`config.mk`:
```
export PLATFORM = sky130hd
export DESIGN_NAME = regfile_writeback
export DESIGN_NICKNAME = d
export VERILOG_FILES = /design/src/rtl/regfile_writeback.sv
export SDC_FILE = /design/constraint.sdc
export NUM_CORES = 1
export LEC_CHECK = 0
export ABC_CLOCK_PERIOD_IN_PS = 3900
export CORE_MARGIN = 2
export CORE_UTILIZATION = 55
export CTS_CLUSTER_SIZE = 16
export DETAILED_ROUTE_END_ITERATION = 8
export PLACE_DENSITY = 0.77
export REMOVE_ABC_BUFFERS = 1
export SLEW_MARGIN = 0
export SYNTH_ARGS = -nofsm -noshare
export SYNTH_HDL_FRONTEND = slang
export SYNTH_SLANG_ARGS = --single-unit
```
`constraint.sdc`:
```
create_clock -name clk_i -period 3.9 [get_ports clk_i]
set_input_delay 0.39 -clock clk_i [delete_from_list [all_inputs] [get_ports clk_i]]
set_output_delay 0.39 -clock clk_i [all_outputs]
set_load 0.01 [all_outputs]
```
`src/rtl/regfile_writeback.sv`:
```
// Write-side initiator for the 8x8 register file: buffers results in an in-order FIFO,
// drains one per cycle onto the file's write port and offers bypass lookups for two read ports.
module regfile_writeback #(
  parameter int DATA_W = 8,
  parameter int ADDR_W = 3,
  parameter int DEPTH  = 4
) (
  input  logic              clk_i,
  input  logic              rst_i,
  input  logic              in_valid_i,
  output logic              in_ready_o,
  input  logic [ADDR_W-1:0] in_reg_i,
  input  logic [DATA_W-1:0] in_data_i,
  input  logic              hold_i,
  output logic              wr_en_o,
  output logic [ADDR_W-1:0] wr_reg_o,
  output logic [DATA_W-1:0] wr_data_o,
  input  logic [ADDR_W-1:0] q_reg1_i,
  input  logic [ADDR_W-1:0] q_reg2_i,
  output logic              byp_hit1_o,
  output logic [DATA_W-1:0] byp_data1_o,
  output logic              byp_hit2_o,
  output logic [DATA_W-1:0] byp_data2_o,
  output logic [ADDR_W:0]   count_o,
  output logic              busy_o
);

  localparam int PTR_W = $clog2(DEPTH);
  localparam logic [ADDR_W:0] DEPTH_CNT = (ADDR_W+1)'(DEPTH);

  logic [ADDR_W-1:0] reg_mem_q  [DEPTH];
  logic [DATA_W-1:0] data_mem_q [DEPTH];

  logic [PTR_W-1:0]  wr_ptr_q, wr_ptr_d;
  logic [PTR_W-1:0]  rd_ptr_q, rd_ptr_d;
  logic [ADDR_W:0]   count_q, count_d;
  logic              wr_en_q, wr_en_d;
  logic [ADDR_W-1:0] wr_reg_q, wr_reg_d;
  logic [DATA_W-1:0] wr_data_q, wr_data_d;

  logic push;
  logic pop;

  // in_ready depends on count alone, so a full FIFO never accepts alongside a pop.
  assign in_ready_o = (count_q < DEPTH_CNT);
  assign push       = in_valid_i & in_ready_o;
  assign pop        = (count_q != '0) & ~hold_i;

  always_comb begin
    wr_ptr_d  = wr_ptr_q;
    rd_ptr_d  = rd_ptr_q;
    count_d   = count_q;
    wr_en_d   = 1'b0;
    wr_reg_d  = wr_reg_q;
    wr_data_d = wr_data_q;
    if (push) begin
      wr_ptr_d = wr_ptr_q + 1'b1;
    end
    if (pop) begin
      rd_ptr_d  = rd_ptr_q + 1'b1;
      wr_en_d   = 1'b1;
      wr_reg_d  = reg_mem_q[rd_ptr_q];
      wr_data_d = data_mem_q[rd_ptr_q];
    end
    case ({push, pop})
      2'b10:   count_d = count_q + 1'b1;
      2'b01:   count_d = count_q - 1'b1;
      default: count_d = count_q;
    endcase
  end

  always_ff @(posedge clk_i or posedge rst_i) begin
    if (rst_i) begin
      wr_ptr_q  <= '0;
      rd_ptr_q  <= '0;
      count_q   <= '0;
      wr_en_q   <= 1'b0;
      wr_reg_q  <= '0;
      wr_data_q <= '0;
    end else begin
      wr_ptr_q  <= wr_ptr_d;
      rd_ptr_q  <= rd_ptr_d;
      count_q   <= count_d;
      wr_en_q   <= wr_en_d;
      wr_reg_q  <= wr_reg_d;
      wr_data_q <= wr_data_d;
    end
  end

  // Storage slots carry no reset: liveness comes from the pointers and count.
  logic [DEPTH-1:0] live;
  logic [DEPTH-1:0] match1;
  logic [DEPTH-1:0] match2;

  for (genvar gi = 0; gi < DEPTH; gi++) begin : g_slot
    logic [PTR_W-1:0] age;

    always_ff @(posedge clk_i) begin
      if (push && (wr_ptr_q == PTR_W'(gi))) begin
        reg_mem_q[gi]  <= in_reg_i;
        data_mem_q[gi] <= in_data_i;
      end
    end

    assign age        = PTR_W'(gi) - rd_ptr_q;
    assign live[gi]   = ((ADDR_W+1)'(age) < count_q);
    assign match1[gi] = live[gi] && (reg_mem_q[gi] == q_reg1_i);
    assign match2[gi] = live[gi] && (reg_mem_q[gi] == q_reg2_i);
  end

  // Scan oldest to youngest so the youngest matching entry overrides; output stage is lowest.
  always_comb begin
    byp_hit1_o  = wr_en_q && (wr_reg_q == q_reg1_i);
    byp_data1_o = byp_hit1_o ? wr_data_q : '0;
    byp_hit2_o  = wr_en_q && (wr_reg_q == q_reg2_i);
    byp_data2_o = byp_hit2_o ? wr_data_q : '0;
    for (int k = 0; k < DEPTH; k++) begin
      if (match1[rd_ptr_q + PTR_W'(k)]) begin
        byp_hit1_o  = 1'b1;
        byp_data1_o = data_mem_q[rd_ptr_q + PTR_W'(k)];
      end
      if (match2[rd_ptr_q + PTR_W'(k)]) begin
        byp_hit2_o  = 1'b1;
        byp_data2_o = data_mem_q[rd_ptr_q + PTR_W'(k)];
      end
    end
  end

  assign wr_en_o   = wr_en_q;
  assign wr_reg_o  = wr_reg_q;
  assign wr_data_o = wr_data_q;
  assign count_o   = count_q;
  assign busy_o    = (count_q != '0) | wr_en_q;

endmodule

```
==> results of run 1 <==
metal layers:
layer	vias to the layer above	routed length, um	track usage
met4	0	114	0.06548
met1	1811	4941	0.3582
met5	-	0	0
met3	16	815	0.06166
met2	165	5510	0.4272
li1	1724	-	-
metrics by stage:
stage	setup TNS [ns]	worst slack, ns	cell area (sq um)	utilization
final	0	0.1496	5579	0.6824
after CTS	0	0.008535	5425	0.6636
after detailed placement	0	0.1720	5234	0.6402
after global placement	0	0.2337	5234	0.6402
after floorplan	-4.089	-0.2921	4458	-
after global routing	0	0.002869	5579	0.6824
report_power, final:
group | switching, uW | leakage [uW] | internal, uW
combinational | 1860 | 0.00156 | 1680
sequential | 187 | 0.000629 | 898
clock | 244 | 0.0000818 | 228
total | 2290 | 0.00227 | 2810
worst max path at each step:
stage | start | end | cells past startpoint
after CTS | rd_ptr_q[0] | byp_data2_o[4] | 9
final | rd_ptr_q[1] | byp_data2_o[5] | 11
after global routing | rd_ptr_q[1] | byp_data2_o[5] | 11
after floorplan | rd_ptr_q[1] | byp_data1_o[3] | 9
after detailed placement | q_reg1_i[2] | byp_data1_o[6] | 9
after global placement | q_reg1_i[2] | byp_data1_o[5] | 9
cell usage in the layout, fill, tap and decap left out, drive strengths merged, types with 16 or more instances in the layout:
cell           synthesis  layout
buf                   23      16
mux2i                 19      19
nor2                  17      17
xnor2                 19      19
mux2                  21      21
a21oi                 24      24
edfxtp                44      44
nand2                 20      20
dfrtp                 20      20
o21ai                 23      23
clkdlybuf4s50          0      41
xor2                  19      19
flip-flops by register name (all words and copies together) (netlist names):
name / flops
data_mem_q: 32
wr_data_o: 8
rd_ptr_q: 2
reg_mem_q: 12
wr_en_o: 1
wr_reg_o: 3
count_o: 4
wr_ptr_q: 2
cells by family after synthesis:
family / synth area share
DFF: 0.3957
AOI/OAI and AO/OA: 0.1872
muxes: 0.1375
xor gates and xnor gates: 0.07391
buffers and inverters: 0.04184
and+or+nand+nor: 0.1296
adders and majority gates: 0.03424
what timing repair did:
action / in CTS / in global routing
hold buffers: 0 / 0
pin swaps: 0 / 5
setup endpoints to repair: 13 / 16
setup buffers: 2 / 3
resized for setup: 7 / 32
cell type report:
| class | count | area (sq um) |
|---|---|---|
| Fill cell | 632 | 2596 |
| Clock buffer | 12 | 135.1 |
| Inverter | 11 | 46.29 |
| Timing Repair Buffer | 72 | 750.7 |
| Sequential cell | 64 | 1824 |
| Multi-Input combinational cell | 324 | 2669 |
| Tap cell | 105 | 131.4 |
| Clock inverter | 4 | 22.52 |
==> reports/metrics.csv, run 1 <==
metric,value,unit
status,finished clean,
Wirelength per Cell,19.22,um
Chip Width,95.50,um
initial antenna violation count,0,
largest net degree at the start of global routing,43,
routed vias/inst,6.277,
Hold Startpoint,count_o[3],
count of pins over their slew limit,0,
Syn Area/Cell,10.81,sq um
capture point of the worst reg-to-reg path,count_o[3],
CTS tree,yes,
final wirelength,11.38,mm
cts bufs inserted,9,
CP Capture Type,output port,
CP max-delay cell,mux4_2,
# H-tree levels,3,
Die Height,95.50,um
leakage power,0.002268,uW
hold_ws,0.4958,ns
pwr dens,913.8,nW/um^2
"Max FO, Critical Path",5,
"non-filler cells, final",592,
Syn Std Cell Area,4604,sq um
DP Wirelength,8.104,mm
Peak VDD IR,0.4469,mV
Clock Sinks,64,
"count leader, synth",edfxtp_1,
WHS Path Cells,1,
crit-path cells,"xnor2_4, inv_2, ha_1, nor2b_2, o21ai_4, nand2b_1, mux4_2, nor3b_1, a21oi_1, nand4_1, clkdlybuf4s50_1",
RePlAce Congestion,0.9187,
post-synthesis sequential element count,64,
drt drc,0,
core area,8175,sq um
CP max stage delay,0.55,ns
CTS root buf,clkbuf_8,
Clock Tree Buf Depth,2,
buffers and inverters on the worst path,2,
reg-to-reg setup timing slack,1.42,ns
drt initial violations,263,
r2r worst-path depth,11,
DRT antenna net count,0,
Area contributors post-synth,"edfxtp_1 29%, dfrtp_1 11%, mux2_2 4.9%",
final net count,515,
crit start category,register,
commonest cells in the netlist,"44 x edfxtp_1, 24 x a21oi_1, 20 x dfrtp_1, 20 x mux2_2, 20 x nand2_1",
Setup Viol. Count Final,0,
leading area contributor after synthesis,edfxtp_1,
total global routing overflow,0,
sequential fraction of the synthesis area,0.3957,
die area,9119,sq um
fraction of registers with async set/reset,0.3125,
Fin. Hold Viols,0,
IO Port Bufs,56,
placed cells,571,
row count,33,
"CTS clk-pin slew, worst paths",0.06,ns
worst setup path class,reg2out,
fmax,0.2666,GHz
FF-to-FF Start,count_o[2],
initial core utilization,0.5632,
Worst-Margin Slew,0.8864,ns
global-route wire length before repair,18.22,mm
vias in the first global route,3579,
Tot Pwr,5098,uW
drt pass-1 iters,5,
Max Cap Viol,0,
Worst-Skew Late Latency,0.34,ns
number of flops mapped to enable cells by yosys,44,
RSZ-0062 raised after global routing,false,
Rel. slew slack,0.4084,
skew final,0.01276,ns
via count,3716,
share of layout cells above drive strength 1,0.1869,
I/O pin total,57,
HP Class,reg2reg,
Final min period,3.750,ns
CP arrival,3.36,ns
Post-synth top flop,edfxtp_1,
Yosys top cell area share,0.2870,
CP required,3.51,ns
final worst path period share,0.9616,
Mapped Cells,426,
Global Route Usage Sum,0.2632,
Yosys Warn Count,0,
"delay-heaviest family, CP",buffers and inverters,
synthesis-to-finish area growth,21.17,%
number of diodes,0,
Synth cell types,66,
hold endpoint,count_o[3],
Note: power is estimated with default switching activity, not from simulation.
==> run 2: changes to the inputs <==
--- a/config.mk
+++ b/config.mk
@@ -16,3 +16,4 @@
 export SYNTH_ARGS = -nofsm -noshare
 export SYNTH_HDL_FRONTEND = slang
 export SYNTH_SLANG_ARGS = --single-unit
+export TNS_END_PERCENT = 1
==> reports/metrics.csv, run 2 (synthesis gave the netlist of run 1 again) <==
metric,value,unit,change
final wirelength,11.37,mm,-0.11%
Pint,2782,uW,-1.0%
Tot Pwr,5059,uW,-0.78%
Worst-Margin Slew,0.8934,ns,+0.006964 ns
CTS tree,yes,,
DRT antenna net count,0,,unchanged
RSZ-0062 raised after global routing,true,,
# hold bufs at CTS,0,,unchanged
CTS root buf,clkbuf_8,,
skew final,0.01421,ns,+0.001449 ns
max FFs per register,32,,unchanged
Clock Sinks,64,,unchanged
count of pins over their slew limit,0,,unchanged
HP Class,reg2reg,,
leakage power,0.002118,uW,-6.6%
RePlAce Congestion,0.9187,,unchanged
worst setup path class,reg2out,,
Clock Tree Buf Depth,2,,unchanged
initial core utilization,0.5632,,unchanged
largest net degree at the start of global routing,43,,unchanged
Clk pwr share,0.094,,about the same
Worst-Skew Late Latency,0.34,ns,about the same
die area,9119,sq um,unchanged
Chip Width,95.50,um,unchanged
Fin. Hold Viols,0,,unchanged
Max Cap Viol,0,,unchanged
initial antenna violation count,0,,unchanged
Final min period,3.894,ns,+0.1434 ns
Largest Register,data_mem_q,,
Rel. slew slack,0.4037,,-0.004648
"non-filler cells, final",588,,-0.68%
crit start category,register,,
Wirelength per Cell,19.34,um,+0.57%
number of diodes,0,,unchanged
CP required,3.51,ns,about the same
Sequential Power Share,0.214,,about the same
I/O pin total,57,,unchanged
drt drc,0,,unchanged
GRT met1 Usage,0.3587,,+0.0005110
fmax,0.2568,GHz,-3.7%
met2 Use GR,0.4249,,-0.002347
final worst path period share,0.9984,,+0.03678
drt pass-1 iters,5,,unchanged
placed cells,571,,unchanged
share of layout cells above drive strength 1,0.1677,,-0.01916
via count,3718,,+0.054%
"Max FO, Critical Path",8,,+3
core area,8175,sq um,unchanged
synthesis-to-finish area growth,18.89,%,
"most common cell after layout, fill and taps aside",clkdlybuf4s50_1,,
Sw Ratio,0.4501,,+0.001234
setup TNS,0,ns,unchanged
# H-tree levels,3,,unchanged
row count,33,,unchanged
routed vias/inst,6.323,,+0.73%
cts bufs inserted,9,,unchanged
NetSw,2277,uW,-0.51%
routing usage on met3,0.06166,,unchanged
drt initial violations,194,,-26%
"CTS clk-pin slew, worst paths",0.06,ns,about the same
CP arrival,3.50,ns,+0.14 ns
IO Port Bufs,56,,unchanged
CP Capture Type,output port,,
most frequent cells in the layout,"50 x clkdlybuf4s50_1, 44 x edfxtp_1, 24 x a21oi_1",,
Setup Viol. Count Final,0,,unchanged
total global routing overflow,0,,unchanged
vias in the first global route,3568,,-0.31%
Peak VDD IR,0.4334,mV,-3.0%
GR peak layer,met2,,
status,finished clean,,
combinational share of power,0.693,,-0.002
Global Route Usage Sum,0.2629,,-0.0003370
global-route wire length before repair,18.18,mm,-0.19%
final net count,511,,-0.78%
pwr dens,924.1,nW/um^2,+1.1%
Die Height,95.50,um,unchanged
DP Wirelength,8.104,mm,unchanged
run 2: cell types whose count changed in the layout (fill, tap and decap cells not counted), sizes merged:
| cell | change |
|---|---|
| buf | -4 |
| dlymetal6s2s | -9 |
| clkdlybuf4s50 | +9 |
run 2: worst max-delay path, cell delays in order (launching register included):
cell             delay (ns)
dfrtp_1                0.43
inv_1                  0.16
ha_1                   0.38
o21ba_1                0.20
o21a_1                 0.22
a221oi_4               0.33
a31oi_4                0.12
nor2_4                 0.29
a221oi_1               0.11
o31ai_1                0.32
clkdlybuf4s50_1        0.60
run 2: layer usage:
layer | vias up | share of wire | wire length, um
met4 | 0 | 0.010 | 116
met2 | 170 | 0.49 | 5525
li1 | 1719 | - | -
met5 | - | 0 | 0
met1 | 1813 | 0.43 | 4924
met3 | 16 | 0.071 | 802
run 2: final cells by class:
class,instances,area (sq um)
flip-flops and latches,64,1823
inverters,11,46.29
clock inverters,4,22.52
clock buffers,12,135.1
well taps,105,131.4
multi-input cells,324,2646
fillers,647,2701
repair buffers,68,669.4
run 2: worst paths after layout:
check,cells past startpoint,startpoint,endpoint,slack (ns)
setup reg to reg,11,count_o[2],count_o[3],1.44
hold / removal,1,count_o[3],count_o[3],0.50
setup / recovery,10,count_o[1],byp_data1_o[2],0.006
min in group asynchronous,2,rst_i,wr_data_o[7],0.54
hold reg to reg,1,count_o[3],count_o[3],0.50
max in group asynchronous,2,rst_i,rd_ptr_q[1],2.74
run 2: through the flow:
step	utilization	hold slack, ns	cell area, sq um	setup WS (ns)
after floorplan	-	0.3538	4458	-0.2921
after CTS	0.6612	0.5009	5405	-0.05956
after global routing	0.6696	0.5350	5474	-0.1393
after detailed placement	0.6402	0.4878	5234	0.1720
after global placement	0.6402	0.4885	5234	0.2337
final	0.6696	0.4954	5474	0.006152
run 2: timing repair:
item                                    4_1_cts  5_1_grt
gates cloned                                  0        0
resized for setup                             6       15
setup buffers                                 0        1
endpoints found under the hold margin         0        0
pin swaps                                     0        5
endpoints found under the setup margin       13       16
run 2: power by group through the flow:
| stage | logic [uW] | clock network, uW | registers [uW] |
|---|---|---|---|
| detailed placement | 3390 | 0 | 1080 |
| global placement | 3320 | 0 | 1070 |
| floorplan | 1980 | 0 | 1190 |
| finish | 3500 | 475 | 1080 |
| global route | 3790 | 516 | 1100 |
| CTS | 3430 | 480 | 1070 |
==> run 3: changes to the inputs <==
--- a/config.mk
+++ b/config.mk
@@ -6,11 +6,14 @@
 export NUM_CORES = 1
 export LEC_CHECK = 0
 export ABC_CLOCK_PERIOD_IN_PS = 3900
+export CELL_PAD_IN_SITES_DETAIL_PLACEMENT = 2
+export CELL_PAD_IN_SITES_GLOBAL_PLACEMENT = 2
+export CORE_ASPECT_RATIO = 0.75
 export CORE_MARGIN = 2
-export CORE_UTILIZATION = 55
+export CORE_UTILIZATION = 37
 export CTS_CLUSTER_SIZE = 16
 export DETAILED_ROUTE_END_ITERATION = 8
-export PLACE_DENSITY = 0.77
+export PLACE_DENSITY = 0.79
 export REMOVE_ABC_BUFFERS = 1
 export SLEW_MARGIN = 0
 export SYNTH_ARGS = -nofsm -noshare
==> reports/metrics.csv, run 3 (synthesis gave the netlist of run 1 again) <==
metric,value,unit,change
I/O pin total,57,,unchanged
Fin. Hold Viols,0,,unchanged
CP max stage delay,0.57,ns,-0.03 ns
Global Route Usage Sum,0.2458,,-0.01714
fmax,0.2536,GHz,-1.3%
hold endpoint,count_o[3],,
total global routing overflow,0,,unchanged
drt drc,0,,unchanged
FF-to-FF Start,count_o[2],,
CTS tree,yes,,
r2r worst-path depth,11,,unchanged
status,finished with violations,,
initial antenna violation count,0,,unchanged
initial core utilization,0.3769,,-0.1864
Hold Startpoint,count_o[3],,
"most common cell after layout, fill and taps aside",clkdlybuf4s50_1,,
# H-tree levels,3,,unchanged
capture point of the worst reg-to-reg path,count_o[3],,
count of pins over their slew limit,0,,unchanged
CTS root buf,clkbuf_16,,
Peak VDD IR,0.4546,mV,+4.9%
final wirelength,15.56,mm,+37%
number of diodes,0,,unchanged
via count,3778,,+1.6%
final worst slack,-0.04315,ns,-0.04930 ns
skew final,0.006751,ns,-0.007456 ns
most frequent cells in the layout,"50 x clkdlybuf4s50_1, 44 x edfxtp_1, 23 x a21oi_1",,
final net count,517,,+1.2%
Clock Tree Buf Depth,2,,unchanged
CP Capture Type,output port,,
"delay-heaviest family, CP",buffers and inverters,,
"non-filler cells, final",655,,+11%
CP arrival,3.55,ns,+0.05 ns
Tot Pwr,5682,uW,+12%
Largest Register,data_mem_q,,
DRT antenna net count,0,,unchanged
failing checks,setup timing,,
RePlAce Congestion,0.9079,,-1.2%
leakage power,0.002170,uW,+2.4%
largest net degree at the start of global routing,54,,+26%
synthesis-to-finish area growth,24.76,%,
Chip Width,132.8,um,+39%
share of layout cells above drive strength 1,0.1984,,+0.03066
Setup Viol. Count Final,2,,+2
buffers and inverters on the worst path,3,,+1
crit start category,register,,
core area,12220,sq um,+49%
drt initial violations,206,,+6.2%
final worst path period share,1.011,,+0.01264
reg-to-reg setup timing slack,1.37,ns,-0.07 ns
row count,35,,+6.1%
pwr dens,989.1,nW/um^2,+7.0%
global-route wire length before repair,24.83,mm,+37%
Rel. slew slack,0.3737,,-0.03001
Worst-Skew Late Latency,0.34,ns,about the same
"Max FO, Critical Path",4,,-4
Final min period,3.943,ns,+0.04930 ns
Wirelength per Cell,23.76,um,+23%
vias in the first global route,4167,,+17%
DP Wirelength,10.94,mm,+35%
HP Class,reg2reg,,
Max Cap Viol,0,,unchanged
drt pass-1 iters,4,,-1
max FFs per register,32,,unchanged
Clock Sinks,64,,unchanged
pre-CTS setup slack,0.03871,ns,-0.1333 ns
worst setup path class,reg2out,,
CP required,3.51,ns,about the same
WHS Path Cells,1,,unchanged
"CTS clk-pin slew, worst paths",0.05,ns,about the same
placed cells,634,,+11%
Worst-Margin Slew,0.9384,ns,+0.04497 ns
cts bufs inserted,9,,unchanged
final core utilization,0.4701,,-0.1994
routed vias/inst,5.768,,-8.8%
CP max-delay cell,clkdlybuf4s50_1,,
RSZ-0062 raised after global routing,true,,
crit-path cells,"xnor2_4, inv_2, ha_1, nor2b_1, o21ai_2, nor2b_2, mux4_2, nor2b_4, buf_4, a221oi_2, o211ai_2, clkdlybuf4s50_1",,
Die Height,100.6,um,+5.4%
IO Port Bufs,56,,unchanged
die area,13360,sq um,+47%
## run 3: layout make-up
class | count | area, sq um
fill | 1196 | 6474
multi-input combinational | 324 | 2665
sequential | 64 | 1823
timing repair buffer | 74 | 701.9
clock buffer | 9 | 225.2
tap | 166 | 207.7
clock inverter | 7 | 71.32
inverter | 11 | 50.05
## run 3: how the worst max path moves through the flow
stage	start	to	slack (ns)	cells past startpoint
CTS	rd_ptr_q[1]	byp_data2_o[4]	-0.04	12
floorplan	rd_ptr_q[1]	byp_data1_o[3]	-0.29	9
detailed placement	rd_ptr_q[0]	byp_data1_o[2]	0.04	10
global route	count_o[1]	byp_data2_o[4]	-0.17	11
finish	rd_ptr_q[1]	byp_data2_o[4]	-0.04	12
global placement	q_reg1_i[2]	byp_data1_o[4]	0.20	9
## run 3: routing by layer
metal  vias up  track usage  wire (um)
li1       1730            -          -
met1      1958       0.3278       7337
met2        76       0.4253       7546
met3        14      0.03469        468
met4         0      0.06121        210
met5         -            0          0
## run 3: metrics by stage
| step | hold WS, ns | setup TNS [ns] | area [sq um] |
|---|---|---|---|
| final | 0.5071 | -0.07061 | 5744 |
| after global routing | 0.5304 | -1.147 | 5744 |
| after CTS | 0.5124 | -0.07974 | 5720 |
| after detailed placement | 0.5010 | 0 | 5325 |
| after global placement | 0.4814 | 0 | 5325 |
| after floorplan | 0.3538 | -4.089 | 4458 |
## run 3: power breakdown
part / switching (uW) / internal [uW]
Sequential: 194 / 898
Combinational: 2070 / 1710
Clock: 318 / 494
Total: 2580 / 3100
## run 3: repair_timing
action	4_1_cts	5_1_grt
pin swaps	2	2
hold buffers	0	0
cloned	0	0
gates resized for setup	20	8
setup buffers	5	0
setup endpoints to repair	16	13
